File: config.mk
export PLATFORM = sky130hd
export DESIGN_NAME = reg_access_seq_flat
export DESIGN_NICKNAME = d
export VERILOG_FILES = /design/src/rtl/reg_access_seq_if.sv /design/src/rtl/reg_access_seq.sv /design/src/flat_wrapper.sv
export SDC_FILE = /design/constraint.sdc
export NUM_CORES = 1
export LEC_CHECK = 0
export ABC_AREA = 1
export CAP_MARGIN = 25
export CORE_ASPECT_RATIO = 1.75
export CORE_MARGIN = 2
export CORE_UTILIZATION = 40
export DETAILED_ROUTE_END_ITERATION = 7
export GPL_ROUTABILITY_DRIVEN = 0
export GPL_TIMING_DRIVEN = 0
export MAX_ROUTING_LAYER = met4
export PLACE_DENSITY_LB_ADDON = 0.12
export SYNTH_ARGS = -nofsm -noshare
export SYNTH_HDL_FRONTEND = slang
export SYNTH_SLANG_ARGS = --single-unit
File: constraint.sdc
create_clock -name clk -period 1.7 [get_ports clk]
set_clock_uncertainty 0.15 [all_clocks]
set_input_delay 0.255 -clock clk [delete_from_list [all_inputs] [get_ports clk]]
set_output_delay 0.255 -clock clk [all_outputs]
set_load 0.01 [all_outputs]
File: src/rtl/reg_access_seq_if.sv
// Request/response port of the register access sequencer.
// master = CPU side, slave = sequencer side.
interface reg_access_seq_if #(
  parameter int WIDTH = 8,
  parameter int AW    = 3
) ();
  logic             req_valid;
  logic             req_ready;
  logic             req_wr;
  logic [AW-1:0]    req_addr;
  logic [WIDTH-1:0] req_wdata;
  logic             resp_valid;
  logic             resp_ready;
  logic [WIDTH-1:0] resp_rdata;
  logic             resp_err;

  modport master (
    output req_valid, req_wr, req_addr, req_wdata, resp_ready,
    input  req_ready, resp_valid, resp_rdata, resp_err
  );

  modport slave (
    input  req_valid, req_wr, req_addr, req_wdata, resp_ready,
    output req_ready, resp_valid, resp_rdata, resp_err
  );
endinterface

File: src/rtl/reg_access_seq.sv
// Sequencer turning one CPU read/write into the select/read/latch/strobe timing of
// read-latched register cells. Define REG_SEQ_ADDRCHK_EN to reject addr >= NREG with resp_err.
module reg_access_seq #(
  parameter int NREG  = 8,
  parameter int WIDTH = 8,
  parameter int AW    = 3   // NREG must not exceed 2**AW
) (
  input  logic             clk,
  input  logic             rst,
  reg_access_seq_if.slave  bus,
  output logic [NREG-1:0]  sel,
  output logic             rd,
  output logic             rd_latch,
  output logic             wr_strobe,
  output logic [WIDTH-1:0] wdata,
  input  logic [WIDTH-1:0] rdata_in
);

  typedef enum logic [3:0] {
    IDLE,
    RD_SEL,
    RD_LAT,
    RD_REL,
    RD_CAP,
    WR_SET,
    WR_STB,
    WR_HLD,
    RESP
  } state_t;

  state_t state;
  logic   addr_err;

  // Out-of-range addresses decode to an all-zero select.
  function automatic logic [NREG-1:0] onehot(input logic [AW-1:0] a);
    logic [NREG-1:0] oh;
    oh = '0;
    for (int i = 0; i < NREG; i++)
      if (int'(a) == i) oh[i] = 1'b1;
    return oh;
  endfunction

`ifdef REG_SEQ_ADDRCHK_EN
  assign addr_err = ~|onehot(bus.req_addr);
`else
  assign addr_err = 1'b0;
`endif

  // Every output is a flop loaded with the value for the state being entered,
  // so nothing reaches the ports combinationally from req_*.
  always_ff @(posedge clk) begin
    // NOTE: non-blocking assignments keep all flops sampling pre-edge values,
    // independent of statement order inside this block.
    if (rst) begin
      state          <= IDLE;
      sel            <= '0;
      rd             <= 1'b0;
      rd_latch       <= 1'b0;
      wr_strobe      <= 1'b0;
      wdata          <= '0;
      bus.req_ready  <= 1'b1;
      bus.resp_valid <= 1'b0;
      bus.resp_rdata <= '0;
      bus.resp_err   <= 1'b0;
    end else begin
      case (state)
        IDLE: begin
          if (bus.req_valid) begin
            bus.req_ready <= 1'b0;
            if (addr_err) begin
              state          <= RESP;
              bus.resp_valid <= 1'b1;
              bus.resp_err   <= 1'b1;
              bus.resp_rdata <= '0;
            end else if (bus.req_wr) begin
              state <= WR_SET;
              sel   <= onehot(bus.req_addr);
              wdata <= bus.req_wdata;
            end else begin
              state <= RD_SEL;
              sel   <= onehot(bus.req_addr);
              rd    <= 1'b1;
            end
          end
        end
        RD_SEL: begin
          state    <= RD_LAT;
          rd_latch <= 1'b1;
        end
        RD_LAT: begin
          state    <= RD_REL;
          rd_latch <= 1'b0;
        end
        RD_REL: begin
          state <= RD_CAP;
          rd    <= 1'b0;
        end
        RD_CAP: begin
          state          <= RESP;
          sel            <= '0;
          bus.resp_rdata <= rdata_in;
          bus.resp_valid <= 1'b1;
        end
        WR_SET: begin
          state     <= WR_STB;
          wr_strobe <= 1'b1;
        end
        WR_STB: begin
          state          <= WR_HLD;
          wr_strobe      <= 1'b0;
          bus.resp_rdata <= '0;
        end
        WR_HLD: begin
          state          <= RESP;
          sel            <= '0;
          bus.resp_valid <= 1'b1;
        end
        RESP: begin
          if (bus.resp_ready) begin
            state          <= IDLE;
            bus.resp_valid <= 1'b0;
            bus.resp_err   <= 1'b0;
            bus.req_ready  <= 1'b1;
          end
        end
        default: begin
          state          <= IDLE;
          sel            <= '0;
          rd             <= 1'b0;
          rd_latch       <= 1'b0;
          wr_strobe      <= 1'b0;
          bus.req_ready  <= 1'b1;
          bus.resp_valid <= 1'b0;
          bus.resp_err   <= 1'b0;
        end
      endcase
    end
  end

endmodule
File: src/flat_wrapper.sv
// flat-port wrapper written by rule: the top's interface ports become plain ports
module reg_access_seq_flat 
#(
  parameter int NREG  = 8,
  parameter int WIDTH = 8,
  parameter int AW    = 3                                
)
  (clk, rst, sel, rd, rd_latch, wr_strobe, wdata, rdata_in, bus_req_valid, bus_req_wr, bus_req_addr, bus_req_wdata, bus_resp_ready, bus_req_ready, bus_resp_valid, bus_resp_rdata, bus_resp_err);
  reg_access_seq_if #(.WIDTH(WIDTH), .AW(AW)) bus_i ();
  input  logic clk;
  input  logic rst;
  output logic [NREG-1:0] sel;
  output logic rd;
  output logic rd_latch;
  output logic wr_strobe;
  output logic [WIDTH-1:0] wdata;
  input  logic [WIDTH-1:0] rdata_in;
  input wire logic [$bits(bus_i.req_valid)-1:0] bus_req_valid;
  input wire logic [$bits(bus_i.req_wr)-1:0] bus_req_wr;
  input wire logic [$bits(bus_i.req_addr)-1:0] bus_req_addr;
  input wire logic [$bits(bus_i.req_wdata)-1:0] bus_req_wdata;
  input wire logic [$bits(bus_i.resp_ready)-1:0] bus_resp_ready;
  output wire logic [$bits(bus_i.req_ready)-1:0] bus_req_ready;
  output wire logic [$bits(bus_i.resp_valid)-1:0] bus_resp_valid;
  output wire logic [$bits(bus_i.resp_rdata)-1:0] bus_resp_rdata;
  output wire logic [$bits(bus_i.resp_err)-1:0] bus_resp_err;
  assign bus_i.req_valid = bus_req_valid;
  assign bus_i.req_wr = bus_req_wr;
  assign bus_i.req_addr = bus_req_addr;
  assign bus_i.req_wdata = bus_req_wdata;
  assign bus_i.resp_ready = bus_resp_ready;
  assign bus_req_ready = bus_i.req_ready;
  assign bus_resp_valid = bus_i.resp_valid;
  assign bus_resp_rdata = bus_i.resp_rdata;
  assign bus_resp_err = bus_i.resp_err;
  reg_access_seq #(.NREG(NREG), .WIDTH(WIDTH), .AW(AW)) u_core (.clk(clk), .rst(rst), .bus(bus_i), .sel(sel), .rd(rd), .rd_latch(rd_latch), .wr_strobe(wr_strobe), .wdata(wdata), .rdata_in(rdata_in));
endmodule
==> results.yml, run 1 <==
clock_network:
  ctsHoldBuffers: 0
  h-tree-depth: 2
  numCtsBuffers: 5
  clock_insertion_delay_worst_skew_ns: 0.29
  tritoncts: "yes"
  cts.path.max_buffers: 2
  cts_sinks: 33
  clk_transition_reported_paths_ns: 0.06
  cts_root_buf: "clkbuf_8"
layout:
  area_growth_pct: 45.1
  nets: 284
  drive_gt1_frac: 0.0766
  multi_input_area_um2: 674
  postLayoutCoreUtil: 0.611
  seqCellArea_um2: 661
  antenna_cells: 0
  fill_cells: 363
drt:
  drt_iter0_markers: 14
  wl_per_cell_um: 11.9
  wirelength_mm: 3.63
  detail-route-antenna-nets: 0
  drtPass1Iterations: 4
  via_per_inst: 4.94
  drcViolationCount: 0
  vias: 1512
timing:
  report.final.slew_viol_count: 0
  max_freq_mhz: 630
  finalSetupViolCount: 0
  finalCritPeriodShare: 0.934
  rsz0062_at_grt: "no"
  hold_viol: 0
  whs_ns: 0.171
  period_needed_ns: 1.59
  fin_tns_setup_ns: 0
power:
  power_frac_clock: 0.168
  p_per_area_nw_per_um2: 1610
  leakage_nw: 0.854
  power.share.switching: 0.414
  p_sw_mw: 1.39
  vdd.ir_drop.worst_uv: 912
  comb_power_share: 0.509
  power_frac_seq: 0.323
  p_int_mw: 1.98
critical_path:
  reg2reg_from: "u_core.state[3]$_SDFFE_PP0P_"
  crit_required_ns: 1.29
  cp_num_buf_inv: 1
  r2r_cells: 6
  r2r_slack_ns: 0.13
  arrival_ns: 1.18
  max_stage_delay_ns: 0.55
  endpoint: "rd_latch"
  cp-start-kind: "flip-flop"
  r2r_end: "u_core.wdata[1]$_SDFFE_PP0P_"
  critPathSlowestCell: "clkdlybuf4s50_1"
  crit_cells: 1
  end_kind: "output pin"
  critPathLaunch: "u_core.rd_latch$_SDFFE_PP0N_"
  critPathKind: "reg2out"
  cp_max_fo: 2
  worstPathCellList: "clkdlybuf4s50_1"
  critical_path.top_delay_family: "buffers and inverters"
logic_synthesis:
  ys_top_cells_by_count: "43 x nand3_1, 33 x dfxtp_1, 31 x nand2_1"
  syn-num-nets: 226
  synth_top_flop_cell: "dfxtp_1"
  ys_top_cells_by_area: "dfxtp_1 46%, nand3_1 15%, nand2_1 8.1%"
  synth-seq-area-share: 0.457
  async_flop_share: 0
  ys_seq_elements: 33
  syn_inst: 202
  synth_edf_count: 0
  synth_top_area_cell: "dfxtp_1"
  synth_cell_types: 21
  synth_top_area_frac: 0.457
  yosysWarnings: 0
  syn-cell-area_um2: 1450
  yosysMostFrequentCell: "nand3_1"
  syn_area_per_cell_um2: 7.15
die:
  die_area_um2: 4130
  initial_core_util: 0.421
  die_x_um: 49.4
  std_cell_rows: 28
  io_pins: 54
  die_h_um: 83.5
  core_um2: 3430
grt:
  grt_overflow: 0
  antenna_found_initial: 0
  grt_max_degree: 11
  grt_pass1_wl_mm: 6.25
  track_usage: 0.197
  grt_pass1_vias: 1455
flow_run:
  cap_violations: 0
worst_hold_path:
  hold_class: "in2reg"
  hold_depth: 3
status:
  status: "finished clean"
placement:
  dp.final_hpwl_mm: 2.82
  numPortBuffers: 51
## flip-flops by register name, summed over array words and instances, names as in the netlist
signal and cells:
u_core.wr_strobe 1, u_core.state 4, u_core.sel 8, u_core.bus.resp_valid 1
u_core.wdata 8, u_core.rd_latch 1, u_core.rd 1, u_core.bus.req_ready 1
u_core.bus.resp_rdata 8
## layout make-up
cell class	instances	share of cell area
buffer	8	0.0191
clock buffer	8	0.0382
inverter	20	0.0358
multi-input combinational	141	0.322
sequential	33	0.315
tap	45	0.0268
timing repair buffer	51	0.243
## cell usage in the layout, fill, tap and decap left out, drive strengths merged
cell and count:
clkdlybuf4s50 51, nand4 1, nor3 2, nand2 32
or2 1, conb 1, inv 20, clkbuf 11
a21oi 22, nor2 26, buf 5, nand3 45
dfxtp 33, o21ai 11
## power by group through the flow
| stage | clock, mW | combinational [mW] | sequential, mW |
|---|---|---|---|
| 3_3_place_gp | 0 | 1.70 | 1.10 |
| 6_report | 0.567 | 1.72 | 1.09 |
| 2_1_floorplan | 0 | 1.05 | 1.17 |
| 4_1_cts | 0.577 | 1.73 | 1.09 |
| 5_1_grt | 0.603 | 1.96 | 1.11 |
| 3_5_place_dp | 0 | 1.72 | 1.10 |
## worst min-delay path, cell delays in order
cell     delay (ns)
buf_2          0.15
nand3_1        0.09
a21oi_1        0.06
## cells by family after synthesis
group | Yosys count | share of synthesized area
AOI/OAI and AO/OA | 33 | 0.114
other | 1 | 0.00259
and+or+nand+nor | 107 | 0.346
DFF | 33 | 0.457
buffers and inverters | 28 | 0.0796
## routing by layer
layer,share of wire,wire [um],up-vias,track usage
met5,0,0,-,-
met4,0.019,69,0,0.0758
met3,0.050,181,7,0.0466
met2,0.56,2030,44,0.370
met1,0.37,1360,685,0.188
li1,-,-,776,-
## stage by stage
| stage | cell area [um^2] | std cells | total power, mW | setup WS, ns |
|---|---|---|---|---|
| after global placement | 2010 | 298 | 2.80 | 0.0210 |
| final | 2100 | 306 | 3.37 | 0.112 |
| after global routing | 2100 | 306 | 3.67 | 0.0152 |
| after CTS | 2090 | 306 | 3.39 | 0.109 |
| after floorplan | 1450 | 202 | 2.22 | 0.362 |
| after detailed placement | 2010 | 298 | 2.82 | 0.0174 |
## worst min path at each step
stage                                       startpoint                            endpoint  slack, ns
global placement    u_core.bus.resp_valid$_SDFFE_PP0P_  u_core.bus.resp_valid$_SDFFE_PP0P_       0.29
CTS                                      bus_req_valid        u_core.wdata[6]$_SDFFE_PP0P_       0.17
global route                             bus_req_valid        u_core.wdata[6]$_SDFFE_PP0P_       0.19
finish                                   bus_req_valid        u_core.wdata[2]$_SDFFE_PP0P_       0.17
detailed placement   u_core.bus.req_ready$_SDFFE_PP1P_   u_core.bus.req_ready$_SDFFE_PP1P_       0.29
floorplan                                          rst        u_core.state[2]$_SDFFE_PP0P_       0.18
## what timing repair did
| action | in CTS | in global routing |
|---|---|---|
| resized for setup | 0 | 1 |
| endpoints found under the setup margin | 0 | 1 |
| hold endpoints to repair | 0 | 0 |
| setup buffers | 0 | 0 |
(Power assumes the default switching activity.)
==> run 2: changes to the inputs <==
- PLACE_DENSITY: unset -> 0.84
- PLACE_DENSITY_LB_ADDON: 0.12 -> unset
==> run 2 against run 1 <==
Via count up 0.79%. Wire length decreased by 1.8%. Power rose by 0.44%. Core utilization grew 0.18 points. Non-clock buffer count is the same. Clock-buffer cell count down 2. Global-route usage decreased by 0.85 points. Final cell count stayed put. Critical path depth stayed put. Critical path type unchanged. Critical endpoint is now wdata[3]. Highest routed layer unchanged.
==> results.yml, run 2 (same netlist as run 1, synthesis figures left out) <==
power:
  power_frac_seq: 0.322
  leakage_nw: 0.861
  p_sw_mw: 1.41
  comb_power_share: 0.514
  p_int_mw: 1.97
  vdd.ir_drop.worst_uv: 1000
  p_per_area_nw_per_um2: 1610
  power_frac_clock: 0.164
  power.share.switching: 0.418
critical_path:
  cp_max_fo: 2
  r2r_slack_ns: 0.18
  reg2reg_from: "u_core.state[0]$_SDFFE_PP0P_"
  r2r_end: "u_core.sel[1]$_SDFFE_PP0P_"
  crit_required_ns: 1.29
  endpoint: "wdata[3]"
  cp_num_buf_inv: 1
  crit_cells: 1
  arrival_ns: 1.17
  critPathLaunch: "u_core.wdata[3]$_SDFFE_PP0P_"
  end_kind: "output pin"
  critical_path.top_delay_family: "buffers and inverters"
  critPathSlowestCell: "clkdlybuf4s50_1"
  critPathKind: "reg2out"
  cp-start-kind: "flip-flop"
  worstPathCellList: "clkdlybuf4s50_1"
  r2r_cells: 8
  max_stage_delay_ns: 0.54
die:
  initial_core_util: 0.421
  die_area_um2: 4130
  io_pins: 54
  core_um2: 3430
  std_cell_rows: 28
  die_x_um: 49.4
  die_h_um: 83.5
grt:
  use_met1: 0.181
  grt_max_degree: 11
  grt_pass1_vias: 1447
  grt_pass1_wl_mm: 6.13
  grt_use_met3: 0.0430
  grt_most_used_layer: "met2"
  antenna_found_initial: 0
  grt_overflow: 0
  track_usage: 0.189
  grt_use_met2: 0.343
layout:
  fill_cells: 339
  drive_gt1_frac: 0.0920
  nets: 284
  antenna_cells: 0
  reg_top3: "u_core.bus.resp_rdata (8), u_core.sel (8), u_core.wdata (8)"
  stdcell_area_um2: 2100
  final_cell_mix: "51 x clkdlybuf4s50_1, 43 x nand3_1, 32 x dfxtp_1, 30 x nand2_1, 22 x a21oi_1"
  layout_commonest_cell: "clkdlybuf4s50_1"
  layout.cells.non_filler: 306
  area_growth_pct: 45.5
timing:
  finalCritPeriodShare: 0.925
  max_freq_mhz: 636
  period_needed_ns: 1.57
  report.final.slew_viol_count: 0
  finalSetupViolCount: 0
  setup_slack_ns: 0.127
  fin_tns_setup_ns: 0
  rsz0062_at_grt: "no"
  hold_viol: 0
drt:
  vias: 1524
  drt_iter0_markers: 36
  drcViolationCount: 0
  detail-route-antenna-nets: 0
  drtPass1Iterations: 4
  via_per_inst: 4.98
  wirelength_mm: 3.57
  wl_per_cell_um: 11.7
clock_network:
  clk_transition_reported_paths_ns: 0.07
  clock_insertion_delay_worst_skew_ns: 0.28
  cts_root_buf: "clkbuf_8"
  cts_setup_buffers: 0
  tritoncts: "yes"
  cts_sinks: 33
  numCtsBuffers: 5
  h-tree-depth: 2
  cts.path.max_buffers: 2
  ctsHoldBuffers: 0
  cts-resized-gates: 0
flow_run:
  cap_violations: 0
status:
  status: "finished clean"
placement:
  dpl_worst_slack_ns: 0.0271
  numPortBuffers: 51
  dp_cells: 298
  dp.final_hpwl_mm: 2.67
  post_dp_cell_area_um2: 2010
worst_hold_path:
  hold_class: "in2reg"
==> run 2: cell types whose count changed in the layout (fill, tap and decap cells not counted), sizes merged <==
| cell | delta |
|---|---|
| clkinv | +2 |
| clkbuf | -2 |
==> run 2: per-layer routing <==
layer  vias to the layer above  wire, um
li1                        781         -
met1                       695      1360
met2                        40      1930
met3                         8       182
met4                         0        87
met5                         -         0
==> run 2: power by group through the flow <==
stage | Clock, mW | Sequential (mW) | Combinational, mW
3_3_place_gp | 0 | 1.10 | 1.69
6_report | 0.554 | 1.09 | 1.74
2_1_floorplan | 0 | 1.17 | 1.05
3_5_place_dp | 0 | 1.11 | 1.71
5_1_grt | 0.609 | 1.12 | 1.96
4_1_cts | 0.561 | 1.09 | 1.73
==> run 2: worst min path at each step <==
stage	from	endpoint	slack, ns	cells after the start
after floorplan	rst	u_core.state[2]$_SDFFE_PP0P_	0.18	1
after CTS	bus_req_valid	u_core.wdata[3]$_SDFFE_PP0P_	0.19	3
final	bus_req_valid	u_core.wdata[0]$_SDFFE_PP0P_	0.19	3
after global routing	bus_req_valid	u_core.wdata[4]$_SDFFE_PP0P_	0.19	3
after detailed placement	u_core.bus.resp_valid$_SDFFE_PP0P_	u_core.bus.resp_valid$_SDFFE_PP0P_	0.29	2
after global placement	u_core.bus.resp_valid$_SDFFE_PP0P_	u_core.bus.resp_valid$_SDFFE_PP0P_	0.30	2
==> run 2: area by class of cell <==
type | instances | area, um^2 | share of cell area
Multi-Input combinational cell | 141 | 677 | 0.322
Clock buffer | 6 | 72.6 | 0.0345
Inverter | 20 | 75.1 | 0.0357
Tap cell | 45 | 56.3 | 0.0268
Timing Repair Buffer | 51 | 510 | 0.243
Sequential cell | 33 | 662 | 0.315
Buffer | 8 | 40.0 | 0.0190
Clock inverter | 2 | 10.0 | 0.00476
==> run 2: per-stage QoR <==
stage / total power, mW / utilization / hold slack [ns]
6_report: 3.39 / 0.613 / 0.194
3_3_place_gp: 2.79 / 0.586 / 0.297
4_1_cts: 3.38 / 0.610 / 0.187
5_1_grt: 3.69 / 0.613 / 0.195
3_5_place_dp: 2.82 / 0.586 / 0.291
2_1_floorplan: 2.22 / - / 0.184
==> RTL change, RTL diff (flow settings as in run 2) <==
`WIDTH` is set to 8 in 3 places; all go to 6.
--- a/src/rtl/reg_access_seq_if.sv
+++ b/src/rtl/reg_access_seq_if.sv
@@ -3,3 +3,3 @@
 interface reg_access_seq_if #(
-  parameter int WIDTH = 8,
+  parameter int WIDTH = 6,
   parameter int AW    = 3
--- a/src/rtl/reg_access_seq.sv
+++ b/src/rtl/reg_access_seq.sv
@@ -4,3 +4,3 @@
   parameter int NREG  = 8,
-  parameter int WIDTH = 8,
+  parameter int WIDTH = 6,
   parameter int AW    = 3   // NREG must not exceed 2**AW
--- a/src/flat_wrapper.sv
+++ b/src/flat_wrapper.sv
@@ -4,3 +4,3 @@
   parameter int NREG  = 8,
-  parameter int WIDTH = 8,
+  parameter int WIDTH = 6,
   parameter int AW    = 3                                
Interface: changed (resized bus_req_wdata, bus_resp_rdata, rdata_in and wdata); port bits go from 54 to 46. No check against the original RTL was run, so the function may have changed too.
==> RTL change against run 2 <==
Design area fell by 8.3%; via count is 13% lower; non-clock buffer count decreased by 5; sequential share of layout area down 1.3 points; combinational power up 11%; area after synthesis down 9.4%; sequential cell count shrank 4; worst setup slack worse by 0.043 ns; first-iteration DRC count shrank 44%; wire length fell by 9.3%; power increased by 6.6%; synthesized cell count fell by 14%; highest routed layer unchanged.
==> RTL change: results (changes against run 2) <==
| Metric | Value |
|---|---|
| Status | completed (unchanged) |
| Worst path top cell family by delay | simple AND/OR/NAND/NOR gates (was buffers and inverters) |
| Area after DPL | 1780 sq um (was 2010 sq um) |
| Met3 usage | 4.75% (was 4.30%) |
| M2 GR Usage | 33.1% (was 34.3%) |
| Synth top cells by count | nand2_1, dfxtp_1, a21oi_1, nor2_1, nand3_1 (was nand3_1, dfxtp_1, nand2_1) |
| Routed wl met2 | 1790 um (was 1930 um) |
| WP data arrival | 1.69 ns (was 1.17 ns) |
| Placed insts | 259 (was 298) |
| DR iter-0 viols | 20 (was 36) |
| Final #Nets | 248 (was 284) |
| Clock-cell share | 5.38% (was 3.93%) |
| Fraction of area in multi-input gates | 32.6% (was 32.2%) |
| Lkg Pwr | 0.788 nW (was 0.861 nW) |
| Biggest regs | u_core.sel: 8 flops, u_core.bus.resp_rdata: 6 flops, u_core.wdata: 6 flops (was u_core.bus.resp_rdata: 8 flops, u_core.sel: 8 flops, u_core.wdata: 8 flops) |
| Data buffer area share | 26.5% (was 26.2%) |
| Multi-input gate count | 125 (was 141) |
| Slowest cell on the critical path | dfxtp_1 (was clkdlybuf4s50_1) |
| Non-clk bufs | 54 (was 59) |
| DP HPWL | 2320 um (was 2670 um) |
| Final wirelength | 3240 um (was 3570 um) |
| Seq. cell area | 582 sq um (was 662 sq um) |
| Largest cells by area after synthesis | dfxtp_1, nand2_1, a21oi_1 (was dfxtp_1, nand3_1, nand2_1) |
| Ratio of cells with drive above 1 in the final layout | 14.5% (was 9.20%) |
| First-pass GRT wire length | 5210 um (was 6130 um) |
| Syn_area_per_cell | 7.53 sq um (was 7.15 sq um) |
| VDD IR max | 0.00131 V (was 0.00100 V) |
| Syn Nets | 194 (was 226) |
| Crit-path max FO | 10 (was 2) |
| Peak per-stage delay on the critical path | 0.32 ns (was 0.54 ns) |
[RTL change: changes by cell type in the layout (fill, tap and decap cells not counted), moves of 2 or more]
cell	change
nand4_1	+7
inv_1	-8
clkdlybuf4s50_1	-9
buf_6	+2
nand3_1	-26
buf_4	+3
nor2_1	-2
a21oi_1	-3
nand2_1	+4
nor3_1	-2
dfxtp_1	-4
clkbuf_1	-2
[RTL change: kinds of logic after synthesis]
logic type             synth area share [%]
flip-flops                             44.3
buffers and inverters                  8.12
other                                 0.286
AO/OA/AOI/OAI                          12.0
AND/OR/NAND/NOR                        35.2
[RTL change: final timing paths]
| kind | start | end | slack [ns] |
|---|---|---|---|
| min | bus_req_valid | u_core.wdata[3] | 0.20 |
| max | u_core.state[0] | u_core.sel[4] | 0.08 |
| max reg2reg | u_core.state[0] | u_core.sel[4] | 0.08 |
| min reg2reg | u_core.wdata[0] | u_core.wdata[0] | 0.31 |
[RTL change: power breakdown]
part           internal [W]  switching [W]
clock              0.000425       0.000263
combinational      0.000871        0.00106
sequential         0.000871       0.000119
